===== config.mk =====
export PLATFORM = sky130hd
export DESIGN_NAME = program_loader
export DESIGN_NICKNAME = d
export VERILOG_FILES = /design/src/rtl/program_loader.sv
export SDC_FILE = /design/constraint.sdc
export NUM_CORES = 1
export LEC_CHECK = 0
export CORE_ASPECT_RATIO = 0.5
export CORE_UTILIZATION = 45
export DETAILED_ROUTE_END_ITERATION = 10
export GPL_ROUTABILITY_DRIVEN = 0
export PLACE_DENSITY = 0.69
export SYNTH_ARGS = -nofsm -noshare
export SYNTH_HDL_FRONTEND = slang
export SYNTH_SLANG_ARGS = --single-unit

===== constraint.sdc =====
create_clock -name clk -period 2.7 [get_ports clk]
set_input_delay 0.405 -clock clk [delete_from_list [all_inputs] [get_ports clk]]
set_output_delay 0.405 -clock clk [all_outputs]
set_load 0.01 [all_outputs]

===== src/rtl/program_loader.sv =====
// ============================================================================
// Module   : program_loader
// Purpose  : Byte-stream program loader into unified RAM, then fetch sequencer.
//            Optional macro LOADER_CHECKSUM_EN adds a trailing XOR checksum byte.
// Revision : 1.0  initial release
// ============================================================================
`default_nettype none

module program_loader #(
  parameter int                ADDR_W    = 16,
  parameter logic [ADDR_W-1:0] BASE_ADDR = '0,
  parameter int                MAX_WORDS = 256
) (
  input  logic              clk,
  input  logic              reset_n,
  input  logic              start,
  input  logic              in_valid,
  output logic              in_ready,
  input  logic [7:0]        in_data,
  output logic              ram_we,
  output logic [ADDR_W-1:0] ram_addr,
  output logic [31:0]       ram_wdata,
  input  logic              fetch_next,
  output logic [ADDR_W-1:0] fetch_address,
  output logic              run,
  output logic              err
);

  typedef enum logic [2:0] {
    S_IDLE  = 3'd0,
    S_HDR0  = 3'd1,
    S_HDR1  = 3'd2,
    S_DATA  = 3'd3,
    S_WRITE = 3'd4,
    S_CHK   = 3'd5,
    S_DONE  = 3'd6,
    S_ERROR = 3'd7
  } state_t;

  state_t      r_state;
  logic [15:0] r_count;
  logic [15:0] r_word_idx;
  logic [1:0]  r_byte_idx;
  logic [23:0] r_word;     // lower three bytes of the word being assembled
`ifdef LOADER_CHECKSUM_EN
  logic [7:0]  r_xor;
`endif

  logic              w_xfer;
  logic [15:0]       w_hdr_count;
  logic              w_hdr_bad;
  logic [15:0]       w_idx_next;
  logic [ADDR_W-1:0] w_last_fetch;

  assign w_xfer       = in_valid && in_ready;
  assign w_hdr_count  = {in_data, r_count[7:0]};
  assign w_hdr_bad    = (w_hdr_count == 16'd0) || ({16'd0, w_hdr_count} > MAX_WORDS);
  assign w_idx_next   = r_word_idx + 16'd1;
  assign w_last_fetch = BASE_ADDR + ADDR_W'(r_count - 16'd1);

  always_ff @(posedge clk) begin
    if (!reset_n) begin
      r_state       <= S_IDLE;
      r_count       <= 16'd0;
      r_word_idx    <= 16'd0;
      r_byte_idx    <= 2'd0;
      r_word        <= 24'd0;
`ifdef LOADER_CHECKSUM_EN
      r_xor         <= 8'd0;
`endif
      in_ready      <= 1'b0;
      ram_we        <= 1'b0;
      ram_addr      <= BASE_ADDR;
      ram_wdata     <= 32'd0;
      fetch_address <= BASE_ADDR;
      run           <= 1'b0;
      err           <= 1'b0;
    end else begin
      ram_we <= 1'b0;
      case (r_state)
        S_IDLE, S_DONE, S_ERROR: begin
          if (start) begin
            r_state       <= S_HDR0;
            in_ready      <= 1'b1;
            run           <= 1'b0;
            err           <= 1'b0;
            r_count       <= 16'd0;
            r_word_idx    <= 16'd0;
            r_byte_idx    <= 2'd0;
            r_word        <= 24'd0;
`ifdef LOADER_CHECKSUM_EN
            r_xor         <= 8'd0;
`endif
            fetch_address <= BASE_ADDR;
          end else if (r_state == S_DONE && fetch_next) begin
            fetch_address <= (fetch_address == w_last_fetch) ? BASE_ADDR
                                                             : fetch_address + 1'b1;
          end
        end
        S_HDR0: begin
          if (w_xfer) begin
            r_count[7:0] <= in_data;
            r_state      <= S_HDR1;
          end
        end
        S_HDR1: begin
          if (w_xfer) begin
            r_count <= w_hdr_count;
            if (w_hdr_bad) begin
              r_state  <= S_ERROR;
              in_ready <= 1'b0;
              err      <= 1'b1;
            end else begin
              r_state <= S_DATA;
            end
          end
        end
        S_DATA: begin
          if (w_xfer) begin
`ifdef LOADER_CHECKSUM_EN
            r_xor <= r_xor ^ in_data;
`endif
            r_byte_idx <= r_byte_idx + 2'd1;
            r_word     <= {in_data, r_word[23:8]};
            if (r_byte_idx == 2'd3) begin
              r_state   <= S_WRITE;
              in_ready  <= 1'b0;
              ram_we    <= 1'b1;
              ram_addr  <= BASE_ADDR + ADDR_W'(r_word_idx);
              ram_wdata <= {in_data, r_word};
            end
          end
        end
        S_WRITE: begin
          r_word_idx <= w_idx_next;
          if (w_idx_next == r_count) begin
`ifdef LOADER_CHECKSUM_EN
            r_state  <= S_CHK;
            in_ready <= 1'b1;
`else
            r_state       <= S_DONE;
            run           <= 1'b1;
            fetch_address <= BASE_ADDR;
`endif
          end else begin
            r_state  <= S_DATA;
            in_ready <= 1'b1;
          end
        end
`ifdef LOADER_CHECKSUM_EN
        S_CHK: begin
          if (w_xfer) begin
            in_ready <= 1'b0;
            if (in_data == r_xor) begin
              r_state       <= S_DONE;
              run           <= 1'b1;
              fetch_address <= BASE_ADDR;
            end else begin
              r_state <= S_ERROR;
              err     <= 1'b1;
            end
          end
        end
`endif
        default: begin
          r_state  <= S_IDLE;
          in_ready <= 1'b0;
        end
      endcase
    end
  end

endmodule

`default_nettype wire


# Yosys cells after proc, flatten, opt, wreduce, memory -nomap -nowiden
# Cells that the tools add are included.
[totals] input_bits=13 word_cells=98 out_inout_bits=68 ff_bits=129
[op_classes] eq_ne=18 n_lt_le_gt_ge=1 reduce_logical=21 n_bitwise=2 add_sub_neg=4 muxes=39
[ops] operator="$mux W16" n=6
[ops] operator="$pmux W16 S2" n=2
[ops] operator="$mux W24" n=2
[ops] operator="$pmux W24 S2" n=1
[ops] operator="$add A16 B1 Y16 const B" n=2
[ops] operator="$eq A16 B16 Y1" n=2
[ops] operator="$pmux W8 S3" n=1
[ops] operator="$mux W3" n=7
[ops] operator="$reduce_and A3 Y1" n=6
[ops] operator="$gt A16 B9 Y1 const B" n=1
[ops] operator="$logic_not A16 Y1" n=1
[ops] operator="$ne A2 B2 Y1 const B" n=8
[ops] operator="$pmux W8 S2" n=1
[ops] operator="$sub A16 B1 Y16 const B" n=1
[ops] operator="$pmux W3 S5" n=1
[ops] operator="$mux W1" n=11
[ops] operator="$eq A3 B3 Y1 const B" n=3
[ops] operator="$mux W8" n=1
[ops] operator="$reduce_and A4 Y1" n=2
[ops] operator="$reduce_bool A2 Y1" n=4
[ops] operator="$reduce_and A7 Y1" n=1
[ops] operator="$eq A3 B2 Y1 const B" n=2
[ops] operator="$pmux W1 S5" n=1
[ops] operator="$reduce_and A5 Y1" n=1
[ops] operator="13 further kinds" n=17

# Depth between registers and ports, before layout
[depth] word_depth=6 mapped_depth=12 depth_no_buf=9

# Least setup slack after synthesis
# Ideal clock, no wire load.
[synth_timing] path_kind="reg-to-reg" start="reg r_count[0]" end="reg fetch_address[8]" synth_period_minus_slack_ns=2.721 required_ns=2.578 arrival_ns=2.599 stages_incl_launch_ff=13 setup_slack_ns=-0.021 setup_ns=0.122 n_path_buf=3 cell_sequence="dfxtp_1 clkbuf_1 inv_1 ha_1 or3b_2 o21ai_0 nand4_1 a2111oi_1 nand4_1 and3_1 buf_6 buf_6 a221o_1"
[synth_via] elab_chain_len=6 word_cells_on_any_way=9 classes_between="1 x add/sub; 3 x eq/ne; 4 x mux; 1 x reduce/logical"
[synth_lines] element="start, declared" line="41" text="logic [15:0] r_count;"
[synth_lines] element="start signal, assigned" line="102" text="r_count[7:0] <= in_data;"
[synth_lines] element="start signal, assigned" line="108" text="r_count <= w_hdr_count;"
[synth_lines] element="$sub A16 B1 Y16" line="59" text="assign w_last_fetch = BASE_ADDR + ADDR_W'(r_count - 16'd1);"
[synth_lines] element="$eq A16 B16 Y1" line="96" text="fetch_address <= (fetch_address == w_last_fetch) ? BASE_ADDR"
[synth_lines] element="$mux W16" line="96"
[synth_lines] element="$mux W16" line="95" text="end else if (r_state == S_DONE && fetch_next) begin"
[synth_lines] element="$mux W16" line="82" text="if (start) begin"
[synth_lines] element="$pmux W16 S2" line="80" text="case (r_state)"
[synth_lines] element="end signal, assigned" line="96"
[synth_lines] element="end, declared" line="24" text="output logic [ADDR_W-1:0] fetch_address,"
# Parallel ways exist; a longest one is shown, timed or not. The select of a mux whose other input is x is not followed.
# A chain may end at the register's enable or synchronous reset.

# Final worst setup path
[layout_timing] start="reg r_word_idx[1]" end="reg fetch_address[12]"
[layout_via] elab_chain_len=4
[layout_lines] element="start, declared" line="42" text="logic [15:0] r_word_idx;"
[layout_lines] element="start signal, assigned" line="135" text="r_word_idx <= w_idx_next;"
[layout_lines] element="$add A16 B1 Y16" line="58" text="assign w_idx_next = r_word_idx + 16'd1;"
[layout_lines] element="$eq A16 B16 Y1" line="136" text="if (w_idx_next == r_count) begin"
[layout_lines] element="$ne A2 B2 Y1 (no source line)"
[layout_lines] element="$reduce_and A3 Y1 (no source line)"
# Every way passes these cells.

==> impl_metrics.py <==
metrics = {
    "outcome": {
        "status": "completed",
    },
    "floorplan": {
        "rows": 30,
        "die_w_um": 173,
        "num_io_pins": 81,
        "coreArea_sq_um": 13900,
        "start_util_pct": 47.2,
        "die_h_um": 87.3,
        "die_area_sq_um": 15100,
    },
    "sta": {
        "fin_hold_ws_ps": 449,
        "hold_violations": 0,
        "tns_ps": 0,
        "worstMarginPinSlew_ps": 558,
        "report.final.slew_viol_count": 0,
        "clock.fmax_ghz": 0.385,
        "slew_headroom_pct": 62.8,
        "rsz0062_at_grt": "false",
        "period_needed_ps": 2600,
        "post-route-period-util_pct": 96.1,
        "fin_worst_skew_ps": 12.6,
        "finalSetupViolations": 0,
    },
    "synth": {
        "synth_top_family_by_area": "simple AND/OR/NAND/NOR gates",
        "syn_nets": 865,
        "synthCells": 848,
        "synth-simple-area-share_pct": 27.9,
        "yosysSeqAreaShare_pct": 39.4,
        "synth_mux_area_share_pct": 0.783,
        "synthAdderAreaFrac_pct": 0.764,
        "ys_types": 71,
        "synthArstFlopShare_pct": 0,
        "ys.flop_type": "dfxtp_1",
        "avgSynthCellArea_sq_um": 7.73,
        "synth-seq-cells": 129,
        "syn-cell-area_sq_um": 6550,
        "synth_warnings": 0,
        "synth-compound-area-share_pct": 20.9,
        "synth_edf_count": 0,
        "synth-xor-area-share_pct": 4.81,
    },
    "finish": {
        "fin_util_pct": 61.0,
        "layout-drive-gt1-share_pct": 13.9,
        "final_nets": 956,
        "fin_cells": 1144,
        "syn_to_final_growth_pct": 29.3,
        "finalInstanceArea_sq_um": 8470,
        "insertedDiodeCount": 0,
    },
    "power": {
        "power_density_nw_per_um2": 680,
        "clkPwrFrac_pct": 40.2,
        "max-vdd-ir-drop_v": 0.000508,
        "netSwitchingFraction_pct": 34.1,
        "pwr-share-comb_pct": 23.9,
        "internal_power_mw": 3.80,
        "leakagePower_nw": 3.03,
        "seq_power_share_pct": 35.8,
        "p_switching_mw": 1.96,
    },
    "detailed_routing": {
        "wire_per_inst_um": 16.3,
        "vias_per_cell": 5.66,
        "ant_nets": 0,
        "drc": 0,
        "drtPass1Iterations": 5,
        "postRouteWirelength_mm": 18.6,
        "route.vias.total": 6478,
        "drt_iter0_markers": 652,
    },
    "cts": {
        "clk_path_buf_depth": 2,
        "cts_tree": "done",
        "clkSinkCount": 129,
        "cts_root_buf": "clkbuf_16",
        "cts_setup_buffers": 0,
        "cts_buffers": 17,
        "clkTransAtPathRegs_ps": 60,
        "clock_latency_ps": 430,
        "htreeDepth": 4,
    },
    "setup_path": {
        "worstSetupPathType": "flop to flop",
        "crit_slowest_cell": "dfxtp_2",
        "crit_path_start_kind": "flop",
        "cp_max_fo": 16,
        "rr_endpoint": "fetch_address[12]",
        "worstRegToRegCells": 10,
        "r2r-start": "r_word_idx[1]",
        "max_stage_delay_ps": 380,
        "end_kind": "flop",
        "worstPathRequired_ps": 3010,
        "arrival_ps": 2910,
        "rrSetupSlack_ps": 100,
        "crit_family": "simple AND/OR/NAND/NOR gates",
        "critPathBufInv": 3,
        "cp_cell_sequence": "ha_2 -> nand3_2 -> buf_4 -> nor4_2 -> xnor2_1 -> nor4_2 -> buf_4 -> a221oi_2 -> buf_12 -> a221o_1",
    },
    "global_route": {
        "antenna_found_initial": 0,
        "grt_pass1_vias": 5854,
        "grt_max_degree": 51,
        "grt_pass1_wl_mm": 30.3,
        "gr-total-overflow": 0,
        "track_usage_pct": 25.2,
    },
    "placed_design": {
        "placed_cell_area_sq_um": 7830,
        "dp.final_hpwl_mm": 12.6,
        "dp.cells": 1112,
        "io_buffer_count": 80,
    },
    "worst_hold_path": {
        "min-delay-start": "r_word[0]",
        "worstHoldPathCells": 2,
        "hold_end": "ram_wdata[0]",
        "hold_class": "flop to flop",
    },
    "flow_run": {
        "cap_violations": 0,
    },
}
-- flip-flops by register name (all words and copies together) (netlist names), 2 cells and up --
name / count
fetch_address: 16
r_byte_idx: 2
r_count: 16
r_state: 3
r_word: 24
r_word_idx: 16
ram_addr: 16
ram_wdata: 32
-- per-layer routing --
metal  vias to the layer above  wire length, um  track usage [%]
met5                         -                0                0
met4                         0              258             8.93
met3                        22             1230             5.37
met2                       203             8260             40.5
met1                      3085             8880             33.8
li1                       3168                -                -
-- per-stage QoR --
step	worst slack (ps)	power, mW
final	105	5.76
after detailed placement	20.0	3.42
after global routing	1.68	5.99
after global placement	77.4	3.40
after CTS	9.97	5.73
after floorplan	20.3	2.98
-- worst max-delay path by stage --
stage / start / to / cells after the start
5_1_grt: r_count[1] / fetch_address[5] / 9
3_3_place_gp: r_count[8] / fetch_address[4] / 6
3_5_place_dp: r_count[4] / fetch_address[12] / 6
4_1_cts: r_count[2] / fetch_address[12] / 7
6_report: r_word_idx[1] / fetch_address[12] / 10
2_1_floorplan: r_count[8] / fetch_address[8] / 10
-- worst reg2reg max path, stage by stage (launching register included) --
cell      delay [ps]
dfxtp_2          380
ha_2             220
nand3_2          140
buf_4            190
nor4_2           330
xnor2_1          140
nor4_2           320
buf_4            180
a221oi_2          70
buf_12           170
a221o_1          350
-- repair_timing --
action / CTS / global route
endpoints found under the setup margin: 14 / 14
resized for setup: 4 / 10
endpoints found under the hold margin: 0 / 0
pin swaps: 1 / 1
hold buffers: 0 / 0
-- cells in the mapped netlist, drive strengths merged (3+ instances only) --
| master | count | area share (%) |
|---|---|---|
| inv | 8 | 0.46 |
| o21a | 3 | 0.34 |
| a31oi | 8 | 0.76 |
| buf | 17 | 1.6 |
| xnor2 | 22 | 2.9 |
| nand4 | 12 | 1.1 |
| nand3b | 3 | 0.34 |
| a221oi | 4 | 0.63 |
| o311ai | 4 | 0.53 |
| and2 | 10 | 0.95 |
| nor2b | 5 | 0.48 |
| a22oi | 10 | 1.1 |
| o21ai | 29 | 2.2 |
| a221o | 13 | 2.0 |
| and3 | 6 | 0.57 |
| ha | 4 | 0.76 |
| a21oi | 77 | 5.9 |
| nand2b | 5 | 0.48 |
| or4 | 6 | 0.74 |
| mux2i | 4 | 0.61 |
| nor4 | 7 | 0.95 |
| a21o | 4 | 0.46 |
| dfxtp | 129 | 39 |
| nand2 | 160 | 9.2 |
| or3 | 9 | 0.86 |
| nor2 | 58 | 3.3 |
| nand4b | 3 | 0.40 |
| clkbuf | 58 | 3.3 |
| nand3 | 67 | 5.2 |
| and4 | 4 | 0.53 |
| xor2 | 14 | 1.9 |
| a21boi | 32 | 3.7 |
| nor3 | 15 | 1.1 |
| o211ai | 3 | 0.34 |
| or2 | 5 | 0.48 |
-- final cells by class --
cell class	instances	area [sq um]
clock buffer	17	425
clock inverter	15	170
timing repair buffer	147	1340
multi-input combinational	636	3670
tap	192	240
fill	1217	5420
sequential	129	2590
inverter	8	30.0
-- kinds of logic (layout without fill, tap and decap cells) --
logic type / after synthesis / after routing
muxes: 5 / 5
AOI/OAI and AO/OA: 208 / 208
xor gates and xnor gates: 36 / 36
buffers and inverters: 83 / 187
adders and majority gates: 4 / 4
DFF: 129 / 129
and+or+nand+nor: 383 / 383
-- power groups by stage --
stage               Combinational, mW  Clock [mW]  Sequential, mW
CTS                              1.34        2.33            2.06
global placement                 1.31           0            2.09
floorplan                       0.940           0            2.04
global route                     1.49        2.43            2.07
detailed placement               1.32           0            2.10
finish                           1.38        2.32            2.06
-- layout by cell type, fill, tap and decap left out, drive strengths merged, types with 17 or more instances in the layout --
cell type,count
buf,67
inv,17
nand3,67
xnor2,22
clkbuf,17
a21oi,77
nand2,160
a21boi,32
dfxtp,129
o21ai,29
nor2,58
clkdlybuf4s50,80
(Power assumes the default switching activity.)
